**config.mk**
```make
export PLATFORM = sky130hd
export DESIGN_NAME = lsu_flat
export DESIGN_NICKNAME = d
export VERILOG_FILES = /design/src/rtl/lsu_if.sv /design/src/rtl/lsu.sv /design/src/flat_wrapper.sv
export SDC_FILE = /design/constraint.sdc
export NUM_CORES = 1
export LEC_CHECK = 0
export ABC_CLOCK_PERIOD_IN_PS = 3600
export CORE_MARGIN = 2
export CORE_UTILIZATION = 40
export CTS_BUF_LIST = sky130_fd_sc_hd__clkbuf_8 sky130_fd_sc_hd__clkbuf_16
export CTS_CLUSTER_DIAMETER = 150
export DETAILED_ROUTE_END_ITERATION = 8
export GPL_TIMING_DRIVEN = 0
export MAX_ROUTING_LAYER = met4
export PLACE_DENSITY = 0.78
export SKIP_LAST_GASP = 1
export SYNTH_ARGS = -nofsm -noshare
export SYNTH_HDL_FRONTEND = slang
export SYNTH_SLANG_ARGS = --single-unit
```
**constraint.sdc**
```tcl
create_clock -name clock -period 3.6 [get_ports clock]
set_input_delay 0.72 -clock clock [delete_from_list [all_inputs] [get_ports clock]]
set_output_delay 0.72 -clock clock [all_outputs]
set_load 0.03 [all_outputs]
```
**src/rtl/lsu_if.sv**
```systemverilog
// Core-side request/response and data-memory bus interfaces for the load/store unit.
// master = initiator of the request on each link.
interface lsu_req_if;
    logic        req_valid;
    logic        req_wen;
    logic [31:0] req_addr;
    logic [31:0] req_wdata;
    logic [1:0]  req_size;
    logic        req_unsigned;
    logic        resp_valid;
    logic [31:0] resp_rdata;
    logic        resp_err;

    modport master (
        output req_valid, req_wen, req_addr, req_wdata, req_size, req_unsigned,
        input  resp_valid, resp_rdata, resp_err
    );
    modport slave (
        input  req_valid, req_wen, req_addr, req_wdata, req_size, req_unsigned,
        output resp_valid, resp_rdata, resp_err
    );
endinterface

interface lsu_mem_if;
    logic        mem_reqValid;
    logic        mem_reqReady;
    logic        mem_wen;
    logic [31:0] mem_addr;
    logic [31:0] mem_wdata;
    logic [3:0]  mem_wstrb;
    logic        mem_respValid;
    logic [31:0] mem_rdata;

    modport master (
        output mem_reqValid, mem_wen, mem_addr, mem_wdata, mem_wstrb,
        input  mem_reqReady, mem_respValid, mem_rdata
    );
    modport slave (
        input  mem_reqValid, mem_wen, mem_addr, mem_wdata, mem_wstrb,
        output mem_reqReady, mem_respValid, mem_rdata
    );
endinterface

```
**src/rtl/lsu.sv**
```systemverilog
// Load/store unit: one core request -> one word-aligned bus transaction, formatted response.
// Optional misalignment trap enabled by defining LSU_MISALIGN_TRAP_EN.
module lsu (
    input  logic            clock,
    input  logic            reset,
    lsu_req_if.slave        core,
    lsu_mem_if.master       mem
);
    typedef enum logic [1:0] {S_IDLE, S_REQ, S_WAIT, S_RESP} state_t;

    state_t      r_state;
    logic        r_wen;
    logic [1:0]  r_size;
    logic        r_unsigned;
    logic [1:0]  r_lo;
    logic        r_mem_req_valid;
    logic        r_mem_wen;
    logic [31:0] r_mem_addr;
    logic [31:0] r_mem_wdata;
    logic [3:0]  r_mem_wstrb;
    logic        r_resp_valid;
    logic [31:0] r_resp_rdata;
    logic        r_resp_err;

    logic        w_trap;
    logic [1:0]  w_addr_lo;
    logic [31:0] w_wdata;
    logic [3:0]  w_wstrb;
    logic [7:0]  w_byte;
    logic [15:0] w_half;
    logic [31:0] w_load;

`ifdef LSU_MISALIGN_TRAP_EN
    assign w_trap = ((core.req_size == 2'b01) && core.req_addr[0]) ||
                    (core.req_size[1] && (core.req_addr[1:0] != 2'b00));
`else
    assign w_trap = 1'b0;
`endif

    // Natural alignment of the low address bits; misaligned requests either trap or get forced aligned.
    always_comb begin
        w_addr_lo = core.req_addr[1:0];
        w_wdata   = core.req_wdata;
        w_wstrb   = 4'b1111;
        case (core.req_size)
            2'b00: begin
                w_wdata = {4{core.req_wdata[7:0]}};
                w_wstrb = 4'b0001 << core.req_addr[1:0];
            end
            2'b01: begin
                w_addr_lo = {core.req_addr[1], 1'b0};
                w_wdata   = {2{core.req_wdata[15:0]}};
                w_wstrb   = core.req_addr[1] ? 4'b1100 : 4'b0011;
            end
            default: w_addr_lo = 2'b00;
        endcase
        if (!core.req_wen) w_wstrb = 4'b0000;
    end

    // Lane select and extension of the returned read word.
    always_comb begin
        case (r_lo)
            2'd0:    w_byte = mem.mem_rdata[7:0];
            2'd1:    w_byte = mem.mem_rdata[15:8];
            2'd2:    w_byte = mem.mem_rdata[23:16];
            default: w_byte = mem.mem_rdata[31:24];
        endcase
        w_half = r_lo[1] ? mem.mem_rdata[31:16] : mem.mem_rdata[15:0];
        case (r_size)
            2'b00:   w_load = {{24{~r_unsigned & w_byte[7]}}, w_byte};
            2'b01:   w_load = {{16{~r_unsigned & w_half[15]}}, w_half};
            default: w_load = mem.mem_rdata;
        endcase
    end

    always_ff @(posedge clock or posedge reset) begin
        if (reset) begin
            r_state         <= S_IDLE;
            r_wen           <= 1'b0;
            r_size          <= 2'b00;
            r_unsigned      <= 1'b0;
            r_lo            <= 2'b00;
            r_mem_req_valid <= 1'b0;
            r_mem_wen       <= 1'b0;
            r_mem_addr      <= 32'h0;
            r_mem_wdata     <= 32'h0;
            r_mem_wstrb     <= 4'b0000;
            r_resp_valid    <= 1'b0;
            r_resp_rdata    <= 32'h0;
            r_resp_err      <= 1'b0;
        end else begin
            case (r_state)
                S_IDLE: begin
                    if (core.req_valid) begin
                        r_wen      <= core.req_wen;
                        r_size     <= core.req_size;
                        r_unsigned <= core.req_unsigned;
                        r_lo       <= w_addr_lo;
                        if (w_trap) begin
                            r_resp_valid <= 1'b1;
                            r_resp_err   <= 1'b1;
                            r_resp_rdata <= 32'h0;
                            r_state      <= S_RESP;
                        end else begin
                            r_mem_req_valid <= 1'b1;
                            r_mem_wen       <= core.req_wen;
                            r_mem_addr      <= {core.req_addr[31:2], 2'b00};
                            r_mem_wdata     <= w_wdata;
                            r_mem_wstrb     <= w_wstrb;
                            r_state         <= S_REQ;
                        end
                    end
                end
                S_REQ: begin
                    if (mem.mem_reqReady) begin
                        r_mem_req_valid <= 1'b0;
                        r_state         <= S_WAIT;
                    end
                end
                S_WAIT: begin
                    if (mem.mem_respValid) begin
                        r_resp_valid <= 1'b1;
                        r_resp_err   <= 1'b0;
                        r_resp_rdata <= r_wen ? 32'h0 : w_load;
                        r_state      <= S_RESP;
                    end
                end
                default: begin
                    r_resp_valid <= 1'b0;
                    r_state      <= S_IDLE;
                end
            endcase
        end
    end

    assign core.resp_valid  = r_resp_valid;
    assign core.resp_rdata  = r_resp_rdata;
    assign core.resp_err    = r_resp_err;
    assign mem.mem_reqValid = r_mem_req_valid;
    assign mem.mem_wen      = r_mem_wen;
    assign mem.mem_addr     = r_mem_addr;
    assign mem.mem_wdata    = r_mem_wdata;
    assign mem.mem_wstrb    = r_mem_wstrb;
endmodule
```
**src/flat_wrapper.sv**
```systemverilog
// flat-port wrapper written by rule: the top's interface ports become plain ports
module lsu_flat 
  (clock, reset, core_req_valid, core_req_wen, core_req_addr, core_req_wdata, core_req_size, core_req_unsigned, core_resp_valid, core_resp_rdata, core_resp_err, mem_mem_reqValid, mem_mem_wen, mem_mem_addr, mem_mem_wdata, mem_mem_wstrb, mem_mem_reqReady, mem_mem_respValid, mem_mem_rdata);
  lsu_req_if core_i ();
  lsu_mem_if mem_i ();
  input  logic clock;
  input  logic reset;
  input wire logic [$bits(core_i.req_valid)-1:0] core_req_valid;
  input wire logic [$bits(core_i.req_wen)-1:0] core_req_wen;
  input wire logic [$bits(core_i.req_addr)-1:0] core_req_addr;
  input wire logic [$bits(core_i.req_wdata)-1:0] core_req_wdata;
  input wire logic [$bits(core_i.req_size)-1:0] core_req_size;
  input wire logic [$bits(core_i.req_unsigned)-1:0] core_req_unsigned;
  output wire logic [$bits(core_i.resp_valid)-1:0] core_resp_valid;
  output wire logic [$bits(core_i.resp_rdata)-1:0] core_resp_rdata;
  output wire logic [$bits(core_i.resp_err)-1:0] core_resp_err;
  output wire logic [$bits(mem_i.mem_reqValid)-1:0] mem_mem_reqValid;
  output wire logic [$bits(mem_i.mem_wen)-1:0] mem_mem_wen;
  output wire logic [$bits(mem_i.mem_addr)-1:0] mem_mem_addr;
  output wire logic [$bits(mem_i.mem_wdata)-1:0] mem_mem_wdata;
  output wire logic [$bits(mem_i.mem_wstrb)-1:0] mem_mem_wstrb;
  input wire logic [$bits(mem_i.mem_reqReady)-1:0] mem_mem_reqReady;
  input wire logic [$bits(mem_i.mem_respValid)-1:0] mem_mem_respValid;
  input wire logic [$bits(mem_i.mem_rdata)-1:0] mem_mem_rdata;
  assign core_i.req_valid = core_req_valid;
  assign core_i.req_wen = core_req_wen;
  assign core_i.req_addr = core_req_addr;
  assign core_i.req_wdata = core_req_wdata;
  assign core_i.req_size = core_req_size;
  assign core_i.req_unsigned = core_req_unsigned;
  assign core_resp_valid = core_i.resp_valid;
  assign core_resp_rdata = core_i.resp_rdata;
  assign core_resp_err = core_i.resp_err;
  assign mem_mem_reqValid = mem_i.mem_reqValid;
  assign mem_mem_wen = mem_i.mem_wen;
  assign mem_mem_addr = mem_i.mem_addr;
  assign mem_mem_wdata = mem_i.mem_wdata;
  assign mem_mem_wstrb = mem_i.mem_wstrb;
  assign mem_i.mem_reqReady = mem_mem_reqReady;
  assign mem_i.mem_respValid = mem_mem_respValid;
  assign mem_i.mem_rdata = mem_mem_rdata;
  lsu u_core (.clock(clock), .reset(reset), .core(core_i), .mem(mem_i));
endmodule
```
# After elaboration in Yosys (flattened, before gate mapping)
# Cells that the tools add are included.
# classes
add_sub_neg,0
multipliers,0
n_div,0
n_lt_le_gt_ge,0
n_eq_ne,9
shift,1
mux,18
bitwise,4
reduce_logical,11
# ops
cell,n
one-hot mux 32 bit (2 select lines),2
2-to-1 mux 32 bit,1
one-hot mux 8 bit (3 select lines),1
2-to-1 mux 16 bit,1
"== test 2 x 1 -> 1 bit, second input constant",4
logical NOT 2 bit,4
2-to-1 mux 4 bit,2
one-hot mux 4 bit (2 select lines),1
2-to-1 mux 2 bit,3
"inequality test 2 bit, second input constant",3
one-hot mux 2 bit (3 select lines),1
AND reduction 2 bit,3
AND reduction 3 bit,2
"== test 2 bit, second input constant",2
one-hot mux 1 bit (2 select lines),2
one-hot mux 2 bit (2 select lines),1
"<< shifter 1 x 2 -> 4 bit, first input constant",1
2-to-1 mux 1 bit,3
AND 1 bit,2
NOT 1 bit,2
nonzero test 2 bit,1
OR reduction 2 bit,1
# word_totals
reg_bits,108
latch_bits,0
ramBits,0
romBits,0
mem_count,0

# Depth between registers and ports, before layout
# Gate-level depths: netlist (run 1).
# depth
ltp_word,5
ltp_mapped,7
ltp_nobuf,6

# Worst setup path before layout (run 1)
# OpenSTA, ideal clock, no wires.
# synth_timing
path_type,input-to-reg
start,in core_req_valid
end,"reg u_core.r_mem_addr[10], in the netlist u_core.mem.mem_addr[10]"
setup_ns,0.125
t_arrival_ns,1.608
required_ns,3.475
slack_ns,1.868
stages,4
path_buffers,2
cell_sequence,nand2_1 -> clkbuf_1 -> buf_2 -> mux2_2
# synth_between
elab_chain_cells,1
# synth_lines
item,line,source
"start, declared",flat_wrapper.sv:8,input wire logic [$bits(core_i.req_valid)-1:0] core_req_valid;
AND reduction 2 bit (no source line),--,
"end signal, assigned",lsu.sv:107,"r_mem_addr <= {core.req_addr[31:2], 2'b00};"
"end, declared",lsu.sv:18,logic [31:0] r_mem_addr;
# Every way passes these cells.
# A chain may end at the register's enable or synchronous reset.

==> metrics.txt, run 1 <==
worst hold path class=reg2reg; design area=7830 um2; Buf+Inv Stages, Crit Path=1; # IOs=209; RSZ-0062 raised after global routing=no; Clock Path Buffers=2; worst slew pin tran=0.809 ns; slowest CP cell=clkdlybuf4s50_1; final period demand of the worst path=2.30 ns; Final period util=0.639; nets=813; run status=finished clean; CP cell instances=clkdlybuf4s50_1; H-tree levels=3; Die Wd=118 um; CTS resizes=0; Hold Path Origin=u_core.mem.mem_wdata[14]$_DFFE_PP0P_; TritonCTS clock tree=yes; Worst slew margin=0.460; DR DRC count=0; layout cells sized above 1=0.137; initial antenna violation count=0; VDD IR max=0.000533 V; Worst Setup End Kind=output pin; critical path data required time=2.88 ns; met1 usage=0.276; CP Launch Type=register; GPL Wtd Cong=0.876; final setup margin=1.30 ns; row count=41; RR Startpoint=u_core.r_state[0]$_DFFE_PP0P_; largest net degree at the start of global routing=63; DIE AREA=14000 um2; Initial Util=0.412; port bufs=205; core area=12700 um2; hold_buf cts=0; met3 GRT Util=0.0753; dpl ws=1.05 ns; Synth Instances=485; Reg area=2700 um2; first-pass GRT wire length=25.2 mm; Post-synth EDFFs=0; vias in the first global route=4873; CTS Root Cell=clkbuf_16; Leak=3.48 nW; CP delay by family, top=buffers and inverters; hpwl dp=12.0 mm; Mean Syn Cell Area=10.8 um2; Seq/Total Area, Yosys=0.518; Initial DRC Count=285; worst setup path class=reg2out; WL per Instance=18.0 um; Cell variety after synth=41; number of inserted diodes=0; total grt overflow=0; crit-path max cell delay=0.75 ns; final-report setup violation count=0; worst-skew pair later-pin latency=0.36 ns; fillcell total=1059; vias per inst=5.25; Antenna Nets Post-Route=0; final hold viol count=0; clock-pin slew on the worst setup and hold paths=0.08 ns; max-slew violation total from the final report=0; drt first pass iters=4; synth-to-layout area growth=50.1%; Pwr Total=6.98 mW; Top FF cell, synth=dfrtp_1; busiest grt layer=met2; Synth Register Bits=108; GR Util All Layers=0.236; crit path launch=u_core.r_wen$_DFFE_PP0P_; CTS buffer count=9; DP Cell Count=865; routed vias=4628; postcts setup bufs=0; Pwr Density=891 nW/um2; final instance count without filler cells=881; die height=118 um; clock skew=0.00636 ns; Routed WL=15.8 mm; ys async rst share=1.00; yosys warns=0; met2 usage=0.383; Worst EP arrival=1.58 ns; post-layout util=0.618; Clock Sinks=108; Netlist Area Pre-Place=5220 um2; Multi-input gate area=2280 um2; max_cap viols=0; area of placed instances=7520 um2; Fmax achieved=435 MHz; critical path peak fanout=7
path summary, 6_finish.rpt:
| kind | endpoint | cells past startpoint | slack, ns |
|---|---|---|---|
| max | mem_mem_wen | 1 | 1.30 |
| max reg2reg | u_core.mem.mem_wdata[1]$_DFFE_PP0P_ | 6 | 1.50 |
| max in group asynchronous | u_core.core.resp_rdata[10]$_DFFE_PP0P_ | 3 | 2.01 |
| min in group asynchronous | u_core.mem.mem_addr[13]$_DFFE_PP0P_ | 2 | 0.87 |
| min | u_core.mem.mem_wdata[14]$_DFFE_PP0P_ | 2 | 0.48 |
| min reg2reg | u_core.mem.mem_wdata[14]$_DFFE_PP0P_ | 2 | 0.48 |
kinds of logic after synthesis:
family / share of synthesized area
other: 0.000719
multiplexers: 0.172
adder cells (fa/ha/maj): 0.00960
flip-flops: 0.518
buffers and inverters: 0.0451
AND/OR/NAND/NOR: 0.136
AO/OA/AOI/OAI: 0.119
sequential cells by signal, summed over array words and instances, names as in the netlist:
signal                   flops
u_core.mem.mem_addr         30
u_core.r_size                2
u_core.core.resp_rdata      32
u_core.core.resp_valid       1
u_core.mem.mem_wdata        32
u_core.mem.mem_wstrb         4
u_core.r_unsigned            1
u_core.r_state               2
u_core.r_lo                  2
u_core.mem.mem_reqValid      1
u_core.r_wen                 1
cell usage after synthesis, types with 3 or more instances:
cell / instances / area share
buf_2: 14 / 0.013
inv_1: 12 / 0.0086
o22ai_1: 6 / 0.0072
a221o_1: 6 / 0.012
clkbuf_1: 15 / 0.011
o21ai_0: 39 / 0.037
mux2_2: 43 / 0.093
nor2_1: 17 / 0.012
buf_6: 3 / 0.0065
nand3_1: 26 / 0.025
nand2_1: 61 / 0.044
mux2i_1: 41 / 0.079
a21oi_1: 29 / 0.028
ha_1: 4 / 0.0096
o31ai_1: 5 / 0.0072
buf_4: 3 / 0.0043
a22oi_1: 6 / 0.0086
dfrtp_1: 108 / 0.52
nor2b_1: 9 / 0.011
nor3_1: 3 / 0.0029
nand3_2: 10 / 0.019
cell usage in the layout (no fill, tap or decap), types with 3 or more instances in the layout:
cell type / count
nor3_1: 3
nand3_1: 26
buf_6: 3
buf_2: 14
o31ai_1: 5
conb_1: 3
buf_4: 3
mux2_2: 43
nand3_2: 10
clkbuf_16: 9
dfrtp_1: 108
inv_1: 11
ha_1: 4
o22ai_1: 6
a221o_1: 6
nor2b_1: 9
clkbuf_1: 15
nand2_1: 61
clkdlybuf4s50_1: 205
a22oi_1: 6
o21ai_0: 39
nor2_1: 17
a21oi_1: 29
mux2i_1: 41
area by class of cell:
cell class	instances	area share
timing repair buffer	206	0.266
clock buffer	9	0.0288
buffer	37	0.0243
sequential	108	0.345
tap	172	0.0275
clock inverter	7	0.0105
inverter	12	0.00607
multi-input combinational	330	0.292
per-stage QoR:
| stage | hold slack, ns | setup TNS, ns |
|---|---|---|
| final | 0.482 | 0 |
| after global routing | 0.516 | 0 |
| after floorplan | 0.567 | 0 |
| after global placement | 0.463 | -161.42 |
| after detailed placement | 0.470 | 0 |
| after CTS | 0.486 | 0 |
power by group:
| group | leakage [nW] | internal [mW] | total [mW] | switching, mW |
|---|---|---|---|---|
| Combinational | 1.99 | 1.63 | 3.81 | 2.17 |
| Sequential | 1.35 | 1.78 | 2.14 | 0.356 |
| Clock | 0.145 | 0.551 | 1.04 | 0.484 |
tightest hold or removal path, delay by kind of cell, from the launching register on:
family,cells,cell delay (ns)
and+or+nand+nor,1,0.04
DFF,1,0.35
AOI/OAI and AO/OA,1,0.06
layer usage:
metal / wire length, um / up-vias
met5: 0 / -
met4: 181 / 0
met3: 1600 / 16
met2: 7750 / 226
met1: 6280 / 2236
li1: - / 2150
Note: power is estimated with default switching activity, not from simulation.
==> run 2: changes to the inputs <==
--- a/config.mk
+++ b/config.mk
@@ -5,7 +5,7 @@
 export SDC_FILE = /design/constraint.sdc
 export NUM_CORES = 1
 export LEC_CHECK = 0
-export ABC_CLOCK_PERIOD_IN_PS = 3600
+export ABC_CLOCK_PERIOD_IN_PS = 2000
 export CORE_MARGIN = 2
 export CORE_UTILIZATION = 40
 export CTS_BUF_LIST = sky130_fd_sc_hd__clkbuf_8 sky130_fd_sc_hd__clkbuf_16
==> constraint.sdc (replaced) <==
create_clock -name clock -period 2 [get_ports clock]
set_input_delay 0.4 -clock clock [delete_from_list [all_inputs] [get_ports clock]]
set_output_delay 0.4 -clock clock [all_outputs]
set_load 0.03 [all_outputs]
==> run 2 against run 1 <==
  * Worst hold slack improved by 0.0013 ns
  * First-iteration DRC count rose by 6.7%
  * Total power rose by 79%
  * Largest power group unchanged
  * Clock-buffer cell count did not move
  * Cell area rose by 0.42%
  * Critical path type is now reg2reg
  * Sequential power rose by 78%
==> metrics.txt, run 2 (synthesis gave the netlist of run 1 again) <==
synth-to-layout area growth=50.7%; worst-skew pair later-pin latency=0.35 ns; max-slew violation total from the final report=0; Pwr Density=1590 nW/um2; GPL Wtd Cong=0.854; Clock Sinks=108; Internal=7.13 mW; Die Wd=118 um; port bufs=205; commonest non-fill, non-tap cell in the layout=clkdlybuf4s50_1; area of placed instances=7530 um2; switching power share of the total=0.430; vias per inst=5.26; critical path data required time=2.29 ns; first-pass GRT wire length=25.3 mm; DR DRC count=0; post-layout util=0.620; H-tree levels=3; clock-pin slew on the worst setup and hold paths=0.07 ns; die height=118 um; Worst Setup End Kind=register; Antenna Nets Post-Route=0; CTS buffer count=9; Worst slew margin=0.405; hpwl dp=12.0 mm; Pwr Total=12.5 mW; worst hold path class=reg2reg; worst slew pin tran=0.890 ns; initial antenna violation count=0; DP Cell Count=866; switching pwr=5.39 mW; Routed WL=15.8 mm; CTS Root Cell=clkbuf_16; total grt overflow=0; WL per Instance=17.9 um; GR Util All Layers=0.234; DIE AREA=14000 um2; max_cap viols=0; number of inserted diodes=0; layout cells sized above 1=0.146; final period demand of the worst path=1.86 ns; most frequent cells in the layout=clkdlybuf4s50_1 (204), dfrtp_1 (108), nand2_1 (60); final instance count without filler cells=884; # IOs=209; Initial DRC Count=304; run status=finished clean; final hold viol count=0; RSZ-0062 raised after global routing=no; nets=816; Clock Power Share=0.143; critical path peak fanout=10; Initial Util=0.412; routed vias=4654; clock skew=0.00705 ns; design area=7860 um2; Final period util=0.931; Clock Path Buffers=2; hold_buf cts=0; Worst EP arrival=2.15 ns; TritonCTS clock tree=yes; vias in the first global route=4867; Leak=3.50 nW; VDD IR max=0.00102 V; worst setup path class=reg2reg; CP Launch Type=register; row count=41; core area=12700 um2; sequential power share=0.304; Comb pwr share=0.553; largest net degree at the start of global routing=39; Fmax achieved=537 MHz; final-report setup violation count=0; drt first pass iters=4
## run 2: cell type report
cell class              instances  area (um2)
multi-input cells             330        2290
inverters                      12        48.8
plain buffers                  36         190
clock buffers                   9         225
well taps                     172         215
repair buffers                210        2120
fillers                      1061        4810
clock inverters                 7        68.8
flip-flops and latches        108        2700
## run 2: repair_timing
item                       CTS  global route
resized for setup            2             7
setup endpoints to repair   64            66
setup buffers                0             3
pin swaps                    0             1
## run 2: layer usage
metal  wire (um)  GRT usage  vias up  part of all wire
met5           0          -        -                 0
met4         225     0.0625        0             0.014
met1        6450      0.286     2280              0.41
met3        1480     0.0705       16             0.094
met2        7680      0.380      218              0.48
li1            -          -     2140                 -
## run 2: worst paths after layout
check | from | to | slack [ns] | depth (start not counted)
max | u_core.r_state[0]$_DFFE_PP0P_ | u_core.core.resp_rdata[17]$_DFFE_PP0P_ | 0.14 | 7
min | u_core.mem.mem_wdata[17]$_DFFE_PP0P_ | u_core.mem.mem_wdata[17]$_DFFE_PP0P_ | 0.48 | 2
max reg2reg | u_core.r_state[0]$_DFFE_PP0P_ | u_core.core.resp_rdata[17]$_DFFE_PP0P_ | 0.14 | 7
min reg2reg | u_core.mem.mem_wdata[17]$_DFFE_PP0P_ | u_core.mem.mem_wdata[17]$_DFFE_PP0P_ | 0.48 | 2
max in group asynchronous | reset | u_core.mem.mem_addr[22]$_DFFE_PP0P_ | 0.75 | 3
min in group asynchronous | reset | u_core.mem.mem_wdata[27]$_DFFE_PP0P_ | 0.59 | 2
## run 2: critical path: stages (launching register included)
cell,delay [ns]
dfrtp_1,0.41
inv_1,0.12
ha_1,0.27
and2_1,0.16
buf_2,0.20
buf_1,0.38
nand3_1,0.17
nand3_2,0.10
## run 2: power groups by stage
stage	logic [mW]	registers (mW)	clock network [mW]
final	6.92	3.81	1.79
after global routing	7.32	3.94	1.93
after CTS	6.94	3.81	1.83
after detailed placement	6.90	3.84	0
after global placement	6.73	3.79	0
after floorplan	2.18	5.65	0
## run 2: stage by stage
stage          worst slack (ns)  setup TNS [ns]  hold slack (ns)
2_1_floorplan             0.298               0            0.545
3_3_place_gp             -0.740          -89.75            0.461
3_5_place_dp             -0.275          -16.47            0.470
4_1_cts                 0.00267               0            0.486
5_1_grt                  0.0257               0            0.505
6_report                  0.139               0            0.484
